### src/rtl/coord_pkg.sv
// coord_pkg: shared FSM encoding and frame counter width for coord_framer
package coord_pkg;
    localparam logic [0:0] S_IDLE   = 1'b0;
    localparam logic [0:0] S_ACTIVE = 1'b1;
    localparam int FCNT_W = 16;
endpackage

### src/rtl/border_cmp.sv
// border_cmp: flags a coordinate lying within BORDER pixels of any frame edge
module border_cmp #(
    parameter int COL_W  = 10,
    parameter int ROW_W  = 10,
    parameter int BORDER = 3
) (
    input  logic [COL_W-1:0] col,
    input  logic [COL_W-1:0] cols,
    input  logic [ROW_W-1:0] row,
    input  logic [ROW_W-1:0] rows,
    output logic             in_border
);
    localparam int CW = COL_W + 1;
    localparam int RW = ROW_W + 1;
    // x > cols-1-BORDER is rewritten as x+BORDER >= cols one bit wider, so narrow frames never underflow
    always_comb
        in_border = ({1'b0, col} < CW'(BORDER)) || ({1'b0, col} + CW'(BORDER) >= {1'b0, cols}) ||
                    ({1'b0, row} < RW'(BORDER)) || ({1'b0, row} + RW'(BORDER) >= {1'b0, rows});
endmodule

### src/rtl/coord_framer.sv
// coord_framer: tags a raster pixel stream with coordinates, frame markers and a border flag
module coord_framer import coord_pkg::*; #(
    parameter int PIX_W       = 8,
    parameter int COL_W       = 10,
    parameter int ROW_W       = 10,
    parameter int BORDER      = 3,
    parameter int GAP_TIMEOUT = 64
) (
    input  logic              clk,
    input  logic              rst,
    input  logic [COL_W-1:0]  cfg_cols,
    input  logic [ROW_W-1:0]  cfg_rows,
    input  logic [PIX_W-1:0]  din,
    input  logic              din_valid,
    output logic [PIX_W-1:0]  dout,
    output logic              dout_valid,
    output logic [COL_W-1:0]  col_cnt,
    output logic [ROW_W-1:0]  row_cnt,
    output logic              sof,
    output logic              eol,
    output logic              eof,
    output logic              in_border,
    output logic              frame_err,
    output logic [FCNT_W-1:0] frame_cnt
);
    localparam int IW = $clog2(GAP_TIMEOUT + 1);
    logic [0:0]       state;
    logic [COL_W-1:0] lcols, ncol, pcol, dcols;
    logic [ROW_W-1:0] lrows, nrow, prow, drows;
    logic [IW-1:0]    idle_cnt;
    logic             start, accept, timeout, last_col, last_row, border;
    always_comb begin
        start    = state == S_IDLE && din_valid && cfg_cols != '0 && cfg_rows != '0;
        accept   = start || (state == S_ACTIVE && din_valid);
        timeout  = state == S_ACTIVE && !din_valid && idle_cnt == IW'(GAP_TIMEOUT - 1);
        dcols    = start ? cfg_cols : lcols;
        drows    = start ? cfg_rows : lrows;
        pcol     = start ? '0 : ncol;
        prow     = start ? '0 : nrow;
        last_col = pcol == dcols - COL_W'(1);
        last_row = prow == drows - ROW_W'(1);
    end
    border_cmp #(.COL_W(COL_W), .ROW_W(ROW_W), .BORDER(BORDER)) u_border (
        .col(pcol), .cols(dcols), .row(prow), .rows(drows), .in_border(border)
    );
    always_ff @(posedge clk or negedge rst) begin
        if (!rst) begin
            state      <= S_IDLE;
            lcols      <= '0;
            lrows      <= '0;
            ncol       <= '0;
            nrow       <= '0;
            idle_cnt   <= '0;
            dout       <= '0;
            dout_valid <= 1'b0;
            col_cnt    <= '0;
            row_cnt    <= '0;
            sof        <= 1'b0;
            eol        <= 1'b0;
            eof        <= 1'b0;
            in_border  <= 1'b0;
            frame_err  <= 1'b0;
            frame_cnt  <= '0;
        end else begin
            dout_valid <= accept;
            sof        <= start;
            eol        <= accept && last_col;
            eof        <= accept && last_col && last_row;
            in_border  <= accept && border;
            frame_err  <= timeout;
            if (start) begin
                lcols <= cfg_cols;
                lrows <= cfg_rows;
            end
            if (accept) begin
                dout     <= din;
                col_cnt  <= pcol;
                row_cnt  <= prow;
                ncol     <= last_col ? '0 : pcol + COL_W'(1);
                nrow     <= last_col ? (last_row ? '0 : prow + ROW_W'(1)) : prow;
                idle_cnt <= '0;
                state    <= (last_col && last_row) ? S_IDLE : S_ACTIVE;
                if (last_col && last_row)
                    frame_cnt <= frame_cnt + FCNT_W'(1);
            end else if (timeout) begin
                col_cnt  <= '0;
                row_cnt  <= '0;
                ncol     <= '0;
                nrow     <= '0;
                idle_cnt <= '0;
                state    <= S_IDLE;
            end else if (state == S_ACTIVE) begin
                idle_cnt <= idle_cnt + IW'(1);
            end
        end
    end
endmodule

### config.mk
export PLATFORM = sky130hd
export DESIGN_NAME = coord_framer
export DESIGN_NICKNAME = d
export VERILOG_FILES = /design/src/rtl/coord_pkg.sv /design/src/rtl/border_cmp.sv /design/src/rtl/coord_framer.sv
export SDC_FILE = /design/constraint.sdc
export NUM_CORES = 1
export LEC_CHECK = 0
export CORE_MARGIN = 5
export CORE_UTILIZATION = 58
export CTS_BUF_LIST = sky130_fd_sc_hd__clkbuf_2
export CTS_CLUSTER_DIAMETER = 30
export DETAILED_ROUTE_END_ITERATION = 7
export PLACE_DENSITY_LB_ADDON = 0.08
export SYNTH_ARGS = -nofsm -noshare
export SYNTH_HDL_FRONTEND = slang
export SYNTH_HIERARCHICAL = 1
export SYNTH_SLANG_ARGS = --single-unit
### constraint.sdc
create_clock -name clk -period 6.2 [get_ports clk]
set_input_delay 1.24 -clock clk [delete_from_list [all_inputs] [get_ports clk]]
set_output_delay 1.24 -clock clk [all_outputs]
set_load 0.01 [all_outputs]
=== Word level (Yosys, flattened, before mapping) ===
Cells that the tools add are included.

* Register bits: 98
* Output and inout bits: 50

* Add/sub/neg operators: 8
* Bitwise logic cells: 1
* Equal/unequal tests: 3
* Mux-type cells: 18
* Order comparisons: 4
* Reductions and logical operators: 20

{| class="wikitable"
|+ Operators with widths
! cell !! count
|-
| $mux W10 || 12
|-
| $add A10 B2 Y11 const B || 2
|-
| $ge A11 B10 Y1 || 2
|-
| $mux W7 || 3
|-
| $add A10 B1 Y10 const B || 2
|-
| $eq A10 B10 Y1 || 2
|-
| $lt A10 B2 Y1 const B || 2
|-
| $reduce_bool A10 Y1 || 2
|-
| $sub A10 B1 Y10 const B || 2
|-
| $add A16 B1 Y16 const B || 1
|-
| $logic_and A1 B1 Y1 || 10
|-
| $add A7 B1 Y7 const B || 1
|-
| $eq A7 B6 Y1 const B || 1
|-
| $logic_or A1 B1 Y1 || 4
|-
| $mux W1 || 3
|-
| $reduce_bool A3 Y1 || 1
|-
| $reduce_and A2 Y1 || 1
|-
| $reduce_bool A2 Y1 || 1
|-
| $logic_not A1 Y1 || 1
|-
| $not A1 Y1 || 1
|}

=== Longest topological paths before layout ===
Gate-level depths: netlist of the first run.

* Word-level depth: 11
* Depth in mapped cells: 20
* Depth with buffers taken out: 16

=== Modules after synthesis ===
Netlist of the first run, hierarchy kept.

{| class="wikitable"
|+ Modules (own cells, without submodules)
! module !! cells each !! area an instance (µm²) !! times used
|-
| coord_framer || 631 || 5,794.3 || 1
|-
| border_cmp || 121 || 882.1 || 1
|}

=== Least setup slack after synthesis of the first run ===
Ideal clock, no wire load.

* Kind: input port to flip-flop
* From: in cfg_rows[3]
* To: reg frame_cnt[1]
* Data arrival time: 5,427 ps
* Slack: 646 ps
* Stages: 18
* Path buffers: 4
* Setup time: 128 ps
* Cell sequence: or4_1 -> nor4_1 -> nand2b_2 -> inv_2 -> buf_6 -> clkbuf_1 -> clkbuf_1 -> mux2i_1 -> ha_1 -> clkbuf_1 -> nor4b_2 -> mux2_2 -> o311a_1 -> o21ai_1 -> o21a_2 -> nand4b_4 -> nor2_1 -> mux2_1

* Longest elaborated chain between the ends: 7
* Elaborated cells between the ends (all ways): 13
* Those cells by class: 2 x add/sub; 2 x eq/ne; 4 x mux; 5 x reduce/logical

{| class="wikitable"
|+ RTL lines
! element !! RTL line !! source
|-
| start, declared || coord_framer.sv:12 || <nowiki>input logic [ROW_W-1:0] cfg_rows,</nowiki>
|-
| $reduce_bool A10 Y1 || coord_framer.sv:33 || <nowiki>start = state == S_IDLE && din_valid && cfg_cols != '0 && cfg_rows != '0;</nowiki>
|-
| $logic_and A1 B1 Y1 || coord_framer.sv:33 ||
|-
| $mux W10 (on tied branches) || coord_framer.sv:36, coord_framer.sv:37 ||
|-
| $sub A10 B1 Y10 (on tied branches) || coord_framer.sv:40, coord_framer.sv:41 ||
|-
| $eq A10 B10 Y1 (on tied branches) || coord_framer.sv:40, coord_framer.sv:41 ||
|-
| $logic_and A1 B1 Y1 || coord_framer.sv:83 || <nowiki>if (last_col && last_row)</nowiki>
|-
| $reduce_and A2 Y1 (no line) (*) || - ||
|-
| end signal, assigned || coord_framer.sv:84 || <nowiki>frame_cnt <= frame_cnt + FCNT_W'(1);</nowiki>
|-
| end, declared || coord_framer.sv:24 || <nowiki>output logic [FCNT_W-1:0] frame_cnt</nowiki>
|}

Mark *: on every way between the ends. The rest lies on a longest branch, timed or not.
A chain may end at the register's enable or synchronous reset.

=== Worst setup path in the final report of the first run ===
* From: in cfg_rows[3]
* To: reg nrow[3]

* Longest elaborated chain between the ends: 8
* Elaborated cells between the ends (all ways): 16
* Those cells by class: 3 x add/sub; 2 x eq/ne; 7 x mux; 4 x reduce/logical

{| class="wikitable"
|+ RTL lines
! element !! RTL line !! source
|-
| $reduce_bool A10 Y1 || coord_framer.sv:33 ||
|-
| $logic_and A1 B1 Y1 || coord_framer.sv:33 ||
|-
| $mux W10 || coord_framer.sv:37 || <nowiki>drows = start ? cfg_rows : lrows;</nowiki>
|-
| $sub A10 B1 Y10 || coord_framer.sv:41 || <nowiki>last_row = prow == drows - ROW_W'(1);</nowiki>
|-
| $eq A10 B10 Y1 || coord_framer.sv:41 ||
|-
| $mux W10 (2 in a row) || coord_framer.sv:80 || <nowiki>nrow <= last_col ? (last_row ? '0 : prow + ROW_W'(1)) : prow;</nowiki>
|-
| $mux W10 || coord_framer.sv:75 || <nowiki>if (accept) begin</nowiki>
|-
| end signal, assigned || coord_framer.sv:80 ||
|-
| end, declared || coord_framer.sv:29 || <nowiki>logic [ROW_W-1:0] lrows, nrow, prow, drows;</nowiki>
|}

Parallel ways exist; a longest one is shown, timed or not.

==> run_results.csv, run 1 <==
group,metric,value,unit
outcome,status,"complete, no violations",
cells_and_area,fin_nets,887,
setup_path,worstPathRequired,6.69,ns
die,io_pins,81,
logic_synthesis,yosysUniqueCellTypes,77,
die,die_h,117,um
timing,drv_slew,0,
cts,clkSlewWorstSetupHoldPaths,0.28,ns
routing,ant_nets,0,
global_routing,antenna_found_initial,0,
logic_synthesis,synth_warnings,6,
cts,postCtsHoldBufs,0,
routing,via_per_inst,6.15,
min_path,hold_path_class,"input port to async pin",
run,max-cap-violations,0,
timing,period_share,86.0,%
logic_synthesis,yosysTopAreaCellShare,36.7,%
cts,cts_tree,"yes",
cts,cts_setup_buffers,0,
timing,rsz0062_at_grt,"no",
logic_synthesis,syn-cell-area,6680,sq um
power_and_ir_drop,clkPwrFrac,13.9,%
cells_and_area,final_common_cell,"nand2_1",
global_routing,grt_pass1_wl,28.6,mm
logic_synthesis,syn_inst,752,
logic_synthesis,mappedNetlistNets,813,
timing,setup_viol,0,
timing,worst_pin_slew,0.943,ns
timing,fmax,188,MHz
cells_and_area,drive_gt1_share,9.75,%
cells_and_area,area_growth,16.5,%
logic_synthesis,yosysSeqAreaShare,36.7,%
die,die_x,117,um
global_routing,overflow,0,
cts,clockBufferDepth,2,
cts,htree_levels,3,
power_and_ir_drop,p_comb_share,52.7,%
global_routing,grt_max_degree,74,
setup_path,worstPathArrival,5.82,ns
setup_path,worstPathMaxFanout,14,
routing,wl_per_cell,18.1,um
timing,tns,0,ns
cts,clk_latency,0.63,ns
timing,slew_headroom,37.1,%
power_and_ir_drop,leakagePower,3.49,nW
routing,routed_wirelength,17.6,mm
setup_path,worstSetupPathType,"input port to flop",
die,die_area,13800,sq um
die,start_util,58.7,%
timing,fin_worst_skew,0.0468,ns
power_and_ir_drop,cellInternalPower,1.63,mW
setup_path,startpoint_type,"input port",
power_and_ir_drop,total_power,2.96,mW
global_routing,grt_pass1_vias,6015,
die,std_cell_rows,39,
cts,clock-sinks,98,
placed_design,routabilityCongestion,0.910,
logic_synthesis,yosysTopAreaCell,"dfrtp_1",
power_and_ir_drop,switchingPower,1.33,mW
placed_design,hpwl,13.1,mm
routing,drcViolationCount,0,
cells_and_area,final_cell_mix,"nand2_1, dfrtp_1, clkdlybuf4s50_1, inv_1, nor2_1",
setup_path,cp-end-kind,"flop",
die,core_area,11400,sq um
power_and_ir_drop,pwr-share-seq,33.5,%
timing,hold_violations,0,
cts,cts_buffers,9,
global_routing,grt.total_usage,26.4,%
logic_synthesis,synth_seq_cells,98,
logic_synthesis,ys.flop_type,"dfrtp_1",
power_and_ir_drop,netSwitchingFraction,44.8,%
routing,vias,5992,
cts,ctsResizeCount,0,
logic_synthesis,netlist_top_cells_area,"dfrtp_1, nand2_1, ha_1",
power_and_ir_drop,power-per-cell-area,380,nW/um^2
logic_synthesis,synth_edf_count,0,
logic_synthesis,async_flop_share,100,%
routing,drt_iter0_drc,445,
logic_synthesis,syn_area_per_cell,8.88,sq um
power_and_ir_drop,irDropWorstVdd,0.258,mV
placed_design,portBuffers,80,
timing,post-route-min-period,5.33,ns
routing,dr.pass1.iters,5,
cells_and_area,antenna_cells,0,
cts,cts_root_buffer,"clkbuf_2",
## cells in the mapped netlist (all sizes together) (11+ instances only)
cell type,instances
a21oi,19
a22o,16
and2,20
and3,19
buf,17
clkbuf,16
dfrtp,98
ha,30
inv,49
nand2,126
nand3,24
nand4,11
nor2,39
nor3,28
nor4,12
o21ai,36
xnor2,34
xor2,27
## logic make-up after synthesis
logic type	count (synthesis)	share of synthesized area (%)
simple gates	335	27.3
compound gates	135	15.3
flops	98	36.7
buf+inv	82	5.43
xor+xnor	61	8.00
fa+ha+maj	30	5.62
mux	11	1.69
## worst paths after layout
kind | startpoint | end | slack [ns] | cells after the start
hold reg to reg | dout[2]$_DFFE_PN0N_ | dout[2]$_DFFE_PN0N_ | 0.50 | 2
setup reg to reg | state$_DFFE_PN0P_ | nrow[3]$_DFFE_PN0P_ | 1.54 | 14
setup / recovery | cfg_rows[3] | nrow[3]$_DFFE_PN0P_ | 0.87 | 15
min in group clk | dout[2]$_DFFE_PN0N_ | dout[2]$_DFFE_PN0N_ | 0.50 | 2
max in group asynchronous | rst | col_cnt[4]$_DFFE_PN0P_ | 4.47 | 2
hold / removal | rst | frame_cnt[8]$_DFFE_PN0P_ | 0.46 | 1
## metal layers
layer  part of all wire, %  GRT usage (%)
met5                     0              0
met1                    42           33.6
met3                   5.7           3.65
met2                    48           43.6
met4                   3.9           13.9
## worst max-delay path, cell delays in order
cell and delay, ns:
clkdlybuf4s50_1 0.49, or4_1 0.59, nor4_1 0.39, nand2b_2 0.24
inv_2 0.14, mux2i_1 0.26, ha_1 0.33, nor2b_1 0.45
nor4_1 0.11, a31oi_1 0.17, nor3_1 0.07, a311o_1 0.36
o221ai_4 0.44, o21ai_1 0.17, o311ai_1 0.36
## final cells by class
type | count | area, sq um
well taps | 143 | 179
fillers | 969 | 3590
inverters | 49 | 184
multi-input cells | 572 | 3860
repair buffers | 96 | 931
clock inverters | 7 | 123
flip-flops and latches | 98 | 2450
clock buffers | 9 | 45.0
## power by group through the flow
stage / combinational [mW] / sequential (mW) / clock [mW]
final: 1.56 / 0.990 / 0.410
after global routing: 1.72 / 1.02 / 0.444
after CTS: 1.55 / 0.986 / 0.420
after detailed placement: 1.54 / 1.00 / 0
after global placement: 1.48 / 0.990 / 0
after floorplan: 1.09 / 0.961 / 0
## sequential cells by signal, summed over array words and instances (netlist names), 8 cells and up
name / flops
col_cnt: 10
lcols: 10
row_cnt: 10
frame_cnt: 16
ncol: 10
lrows: 10
nrow: 10
dout: 8
## per-stage QoR
| step | hold slack (ns) | worst slack [ns] | instances | area, sq um | utilization (%) |
|---|---|---|---|---|---|
| global route | 0.435 | 0.562 | 974 | 7780 | 68.4 |
| detailed placement | 0.455 | 0.244 | 958 | 7610 | 66.9 |
| global placement | 0.448 | 0.413 | 958 | 7610 | 66.9 |
| floorplan | 0.478 | 0.646 | 752 | 6680 | - |
| finish | 0.464 | 0.868 | 974 | 7780 | 68.4 |
| CTS | 0.418 | 0.966 | 974 | 7780 | 68.4 |
No activity file was read; power rests on OpenSTA's default activity.
==> inputs of run 2 (changes only) <==
- SETUP_SLACK_MARGIN: not set -> 0.3
==> results of run 2 <==
Final layout, timing and power as in run 1 (identical DEF).
==> inputs of run 3 (changes only) <==
- ABC_CLOCK_PERIOD_IN_PS: not set -> 6200
- CAP_MARGIN: not set -> 25
- TNS_END_PERCENT: not set -> 10
==> results of run 3 <==
Final layout, timing and power as in run 1 (identical DEF).
